`config.mk`:
```
export PLATFORM = sky130hd
export DESIGN_NAME = mem_stage_dport
export DESIGN_NICKNAME = d
export VERILOG_FILES = /design/src/rtl/mem_stage_dport.sv
export SDC_FILE = /design/constraint.sdc
export NUM_CORES = 1
export LEC_CHECK = 0
export ABC_AREA = 1
export BUFFER_PORTS_ARGS = -buffer_cell sky130_fd_sc_hd__buf_4
export CORE_MARGIN = 8
export CORE_UTILIZATION = 42
export DETAILED_ROUTE_END_ITERATION = 16
export HOLD_SLACK_MARGIN = 0.02
export PLACE_DENSITY = 0.81
export SLEW_MARGIN = 20
export SYNTH_ARGS = -nofsm -noshare
export SYNTH_HDL_FRONTEND = slang
export SYNTH_SLANG_ARGS = --single-unit
```
`constraint.sdc`:
```
create_clock -name CLK -period 1.55 [get_ports CLK]
set_input_delay 0.31 -clock CLK [delete_from_list [all_inputs] [get_ports CLK]]
set_output_delay 0.31 -clock CLK [all_outputs]
set_load 0.005 [all_outputs]
```
`src/rtl/mem_stage_dport.sv`:
```
// Memory-stage data-port controller: issues load/store requests to the data
// cache, holds captured load data until the pipeline advances, and latches halt.
module mem_stage_dport #(
  parameter int WORD_W = 32,
  parameter int CNT_W  = 16
) (
  input  logic              CLK,
  input  logic              nRST,
  input  logic              ihit,
  input  logic              dhit,
  input  logic              req_valid,
  input  logic              req_ren,
  input  logic              req_wen,
  input  logic [WORD_W-1:0] req_addr,
  input  logic [WORD_W-1:0] req_wdata,
  input  logic              halt_in,
  input  logic [WORD_W-1:0] dmemload,
  output logic              dmemREN,
  output logic              dmemWEN,
  output logic [WORD_W-1:0] dmemaddr,
  output logic [WORD_W-1:0] dmemstore,
  output logic [WORD_W-1:0] load_data,
  output logic              mem_ready,
  output logic              addr_misalign,
  output logic              halt_out,
  output logic [CNT_W-1:0]  stall_cnt
);

  typedef enum logic [1:0] {
    IDLE   = 2'd0,
    ACCESS = 2'd1,
    HOLD   = 2'd2,
    HALTED = 2'd3
  } state_t;

  state_t             state_q, state_d;
  logic [WORD_W-1:0]  load_q, load_d;
  logic [CNT_W-1:0]   stall_cnt_q, stall_cnt_d;
  logic               halt_q, halt_d;

  logic               act;
  logic               hit;
  logic               retire_halt;

  // Enables are gated by nRST so they fall the instant reset asserts,
  // even if the EX/MEM register still presents a request.
  always_comb begin
    act           = nRST & req_valid & (req_ren | req_wen) &
                    ((state_q == IDLE) | (state_q == ACCESS));
    hit           = act & dhit;
    dmemWEN       = act & req_wen;
    dmemREN       = act & req_ren & ~req_wen;
    dmemaddr      = {req_addr[WORD_W-1:2], 2'b00};
    dmemstore     = req_wdata;
    addr_misalign = act & (req_addr[1:0] != 2'b00);
    load_data     = hit ? dmemload : load_q;
    halt_out      = halt_q;
    stall_cnt     = stall_cnt_q;

    case (state_q)
      HALTED:  mem_ready = 1'b0;
      HOLD:    mem_ready = 1'b1;
      default: mem_ready = act ? dhit : 1'b1;
    endcase

    retire_halt = req_valid & halt_in & mem_ready & ihit;
  end

  always_comb begin
    state_d     = state_q;
    load_d      = load_q;
    stall_cnt_d = stall_cnt_q;
    halt_d      = halt_q;

    if ((state_q == ACCESS) && (stall_cnt_q != {CNT_W{1'b1}}))
      stall_cnt_d = stall_cnt_q + 1'b1;

    if (retire_halt) begin
      state_d = HALTED;
      halt_d  = 1'b1;
    end else begin
      case (state_q)
        IDLE, ACCESS: begin
          if (hit) begin
            if (ihit) begin
              state_d = IDLE;
            end else begin
              state_d = HOLD;
              load_d  = dmemload;
            end
          end else if (act) begin
            state_d = ACCESS;
          end else begin
            state_d = IDLE;
          end
        end
        HOLD: begin
          if (ihit) state_d = IDLE;
        end
        default: state_d = HALTED;
      endcase
    end
  end

  always_ff @(posedge CLK or negedge nRST) begin
    if (!nRST) begin
      state_q     <= IDLE;
      load_q      <= '0;
      stall_cnt_q <= '0;
      halt_q      <= 1'b0;
    end else begin
      state_q     <= state_d;
      load_q      <= load_d;
      stall_cnt_q <= stall_cnt_d;
      halt_q      <= halt_d;
    end
  end

endmodule

```
==> out/qor_table.md <==
| Result | Value | Unit |
|:---|:---|:---|
| Layout Nets | 600 | - |
| Number of diodes | 0 | - |
| Num CTS Buffers | 5 | - |
| Measured slew at the worst slew-check pin | 0.638 | ns |
| Maximum fanout count along the critical path | 8 | - |
| Area of the multi-input gates | 0.00143 | mm2 |
| First-pass iteration count of the detailed router | 4 | - |
| Register area | 0.00128 | mm2 |
| Busiest metal layer after global routing | met2 | - |
| Part of the total power dissipated in sequential elements | 39.5 | % |
| Filler cell count | 679 | - |
| X dimension of the die | 104 | um |
| Standard cell core area | 0.00765 | mm2 |
| Cell-by-cell listing of the critical path | inv_2 > nand3_4 > nor2_4 > nand2_4 > clkbuf_16 > a21oi_2 > buf_4 | - |
| Clock-pin slew on the worst setup and hold paths | 0.09 | ns |
| Routed WL per cell | 15.0 | um |
| Share of the synthesized area in the top cell type | 38.9 | % |
| Global routing usage summed across all routing layers | 14.5 | % |
| Crit. Startpoint | state_q[1]$_DFFE_PN0P_ | - |
| Share of final-layout standard cells stronger than drive strength 1 | 36.0 | % |
| Max clock buf depth | 2 | - |
| Number of antenna violations at the first check in global routing | 0 | - |
| Critical Path Sink Type | primary output | - |
| Slowest cell on crit path | dfrtp_1 | - |
| DRC violations left | 0 | - |
| Switching Share | 33.6 | % |
| Final setup violating endpoints | 69 | - |
| Aggregate routed wire length | 8970 | um |
| Final max-slew violation count | 0 | - |
| Final worst clock skew | 0.00359 | ns |
| R2R depth | 10 | - |
| Static leakage | 0.00209 | uW |
| H-Tree Depth | 2 | - |
| Area delta synth->final | 27.8 | % |
| Initial standard-cell utilization of the core | 42.9 | % |
| First-pass GRT wire length | 13400 | um |
| Core Rows | 32 | - |
| Vias in the first global route | 2880 | - |
| Min setup slack post-route | -0.371 | ns |
| Max Cap Viol | 0 | - |
| Maximum number of pins on one net before global-route repair | 52 | - |
| Post-detailed-placement half-perimeter wirelength | 5660 | um |
| Fin crit period | 1.92 | ns |
| Category of the most critical setup path | reg2out | - |
| Final core utilization | 54.9 | % |
| Met1 usage | 16.3 | % |
| Internal Dissipation | 3200 | uW |
| Reg-to-reg endpoint | load_q[14]$_DFFE_PN0P_ | - |
| DR vias | 2968 | - |
| Peak supply drop | 0.595 | mV |
| Clock power share | 18.7 | % |
| Flops & latches, synth | 51 | - |
| Global routing met3 resource utilization | 4.83 | % |
| Data arrival time of the critical path | 1.61 | ns |
| Setup TNS after final layout | -19.01 | ns |
| Hold bufs inserted after CTS | 0 | - |
| Maximum cell stage delay along the critical path | 0.40 | ns |
| Final antenna-violating net count | 0 | - |
| Post-synthesis cell type count | 28 | - |
| Worst Hold Slack | 0.149 | ns |
| Power per cell area | 1150 | mW/mm2 |
| Yosys warnings | 0 | - |
| Relative slew margins | 57.5 | % |
| Weighted congestion at the end of routability-driven global placement | 0.873 | - |
| Hold violation total from the final report | 0 | - |
| Global-route met2 utilization | 25.2 | % |
| Worst setup slack for register-to-register paths | -0.24 | ns |
| TritonCTS Sinks | 51 | - |
| Remaining global-route overflow | 0 | - |
| Synthesized area | 0.00328 | mm2 |
| Worst setup slack before clock tree synthesis | -0.0605 | ns |
| Mean post-synth cell area | 7.39 | um2 |
| TritonCTS clock tree | yes | - |
| Class of the worst hold path | in2async | - |
| Run status | complete, but fails checks | - |
| Vias per cell | 4.97 | - |
| Initial drt markers | 93 | - |
| RR Startpoint | state_q[1]$_DFFE_PN0P_ | - |
| Worst Path Required | 1.24 | ns |
| Part of the cycle the worst path needs | 124 | % |
| Unrepaired setup endpoints after global routing | true | - |
| Clk Tree Root Cell | clkbuf_8 | - |
| Startpoint class of the critical path | flip-flop | - |
| DIE AREA | 0.0109 | mm2 |
| Top cells by area, synth | dfrtp_1, buf_4, nand2_1 | - |
| Sequential fraction of the synthesis area | 38.9 | % |
| Number of buffers inserted by port buffering | 94 | - |
| Instance count of the mapped netlist | 444 | - |
| Die height | 104 | um |
| Switching power of the nets | 1620 | uW |
| Clock insertion delay at the later pin of the skew report | 0.30 | ns |
| Achievable Freq | 521 | MHz |
| Post-synth top area cell | dfrtp_1 | - |
| Failing checks | negative setup slack | - |
| Combinational group share of total power | 41.8 | % |
| Top-level I/O count | 221 | - |
-- placed cells by master (no fill, tap or decap), types with 3 or more instances in the layout --
master     count
nand2_1      110
inv_1         48
buf_4        106
nor2_4        10
clkbuf_8       5
nor2_1        32
o21ai_1       24
nand2_4        4
nand4_1        5
xnor2_1        4
a21oi_2       11
clkbuf_16      3
a21oi_1       19
xor2_1         4
o21ai_0       10
nand3_1        5
nor2_2        11
dfrtp_1       51
buf_6          8
-- power groups by stage --
stage / combinational, uW / clock, uW / sequential (uW)
finish: 2010 / 902 / 1900
global route: 2230 / 976 / 1950
CTS: 1870 / 928 / 1890
detailed placement: 1780 / 0 / 1920
global placement: 1720 / 0 / 1890
floorplan: 1000 / 0 / 1900
-- Yosys cell counts (all sizes together) --
master and n:
nand2 116, buf 79, nor2 53, dfrtp 51
inv 50, o21ai 36, a21oi 32, nand3 8
nand4 5, xnor2 4, xor2 4, clkbuf 1
conb 1, ha 1, nand3b 1, nor3 1
o21a 1
-- through the flow --
stage / area, um2 / std cells / total power [uW]
3_5_place_dp: 3630 / 572 / 3700
5_1_grt: 4200 / 597 / 5150
6_report: 4200 / 597 / 4810
2_1_floorplan: 3290 / 445 / 2900
3_3_place_gp: 3630 / 572 / 3620
4_1_cts: 3930 / 586 / 4690
-- sequential cells by signal, indices dropped and copies added (netlist names) --
signal / cells
load_q: 32
stall_cnt: 16
state_q: 2
halt_out: 1
-- kinds of logic (layout without fill, tap and decap cells) --
group           Yosys count  after routing  share of synthesized area (%)
simple gates            184            185                           23.7
buf+inv                 130            179                           24.1
compound gates           69             69                           10.7
flops                    51             51                           38.9
other cells               1              2                          0.114
xor+xnor                  8              8                           2.13
fa+ha+maj                 1              1                          0.381
-- layer usage --
metal,part of all wire (%),vias to the layer above
met2,52,135
met5,0,-
met4,1.8,0
met3,6.3,27
li1,-,1403
met1,40,1403
-- cell type report --
cell class              instances  area share (%)
flip-flops and latches         51            30.4
clock buffers                   6            1.73
inverters                      50            4.47
repair buffers                122            25.5
well taps                     102            3.04
clock inverters                 1           0.716
multi-input cells             265            34.1
-- how the worst max path moves through the flow --
stage                                to  slack, ns  cells past startpoint
after floorplan           load_data[10]       0.05                      7
after global placement     load_data[3]      -0.04                      8
after detailed placement   load_data[9]      -0.06                      8
after CTS                  load_data[9]      -0.36                      8
after global routing      load_data[13]      -0.47                      7
final                     load_data[16]      -0.37                      7
-- what timing repair did --
item,4_1_cts,5_1_grt
pin swaps,2,5
endpoints found under the setup margin,35,84
endpoints found under the hold margin,0,0
gates resized for setup,21,42
gates cloned,3,5
setup buffers,4,6
-- worst max-delay path: cells and delay by family (launching register included) --
| family | cells | cell delay (ns) |
|---|---|---|
| and+or+nand+nor | 3 | 0.33 |
| AOI/OAI and AO/OA | 1 | 0.16 |
| DFF | 1 | 0.40 |
| buffers and inverters | 3 | 0.42 |
No activity file was read; power rests on OpenSTA's default activity.
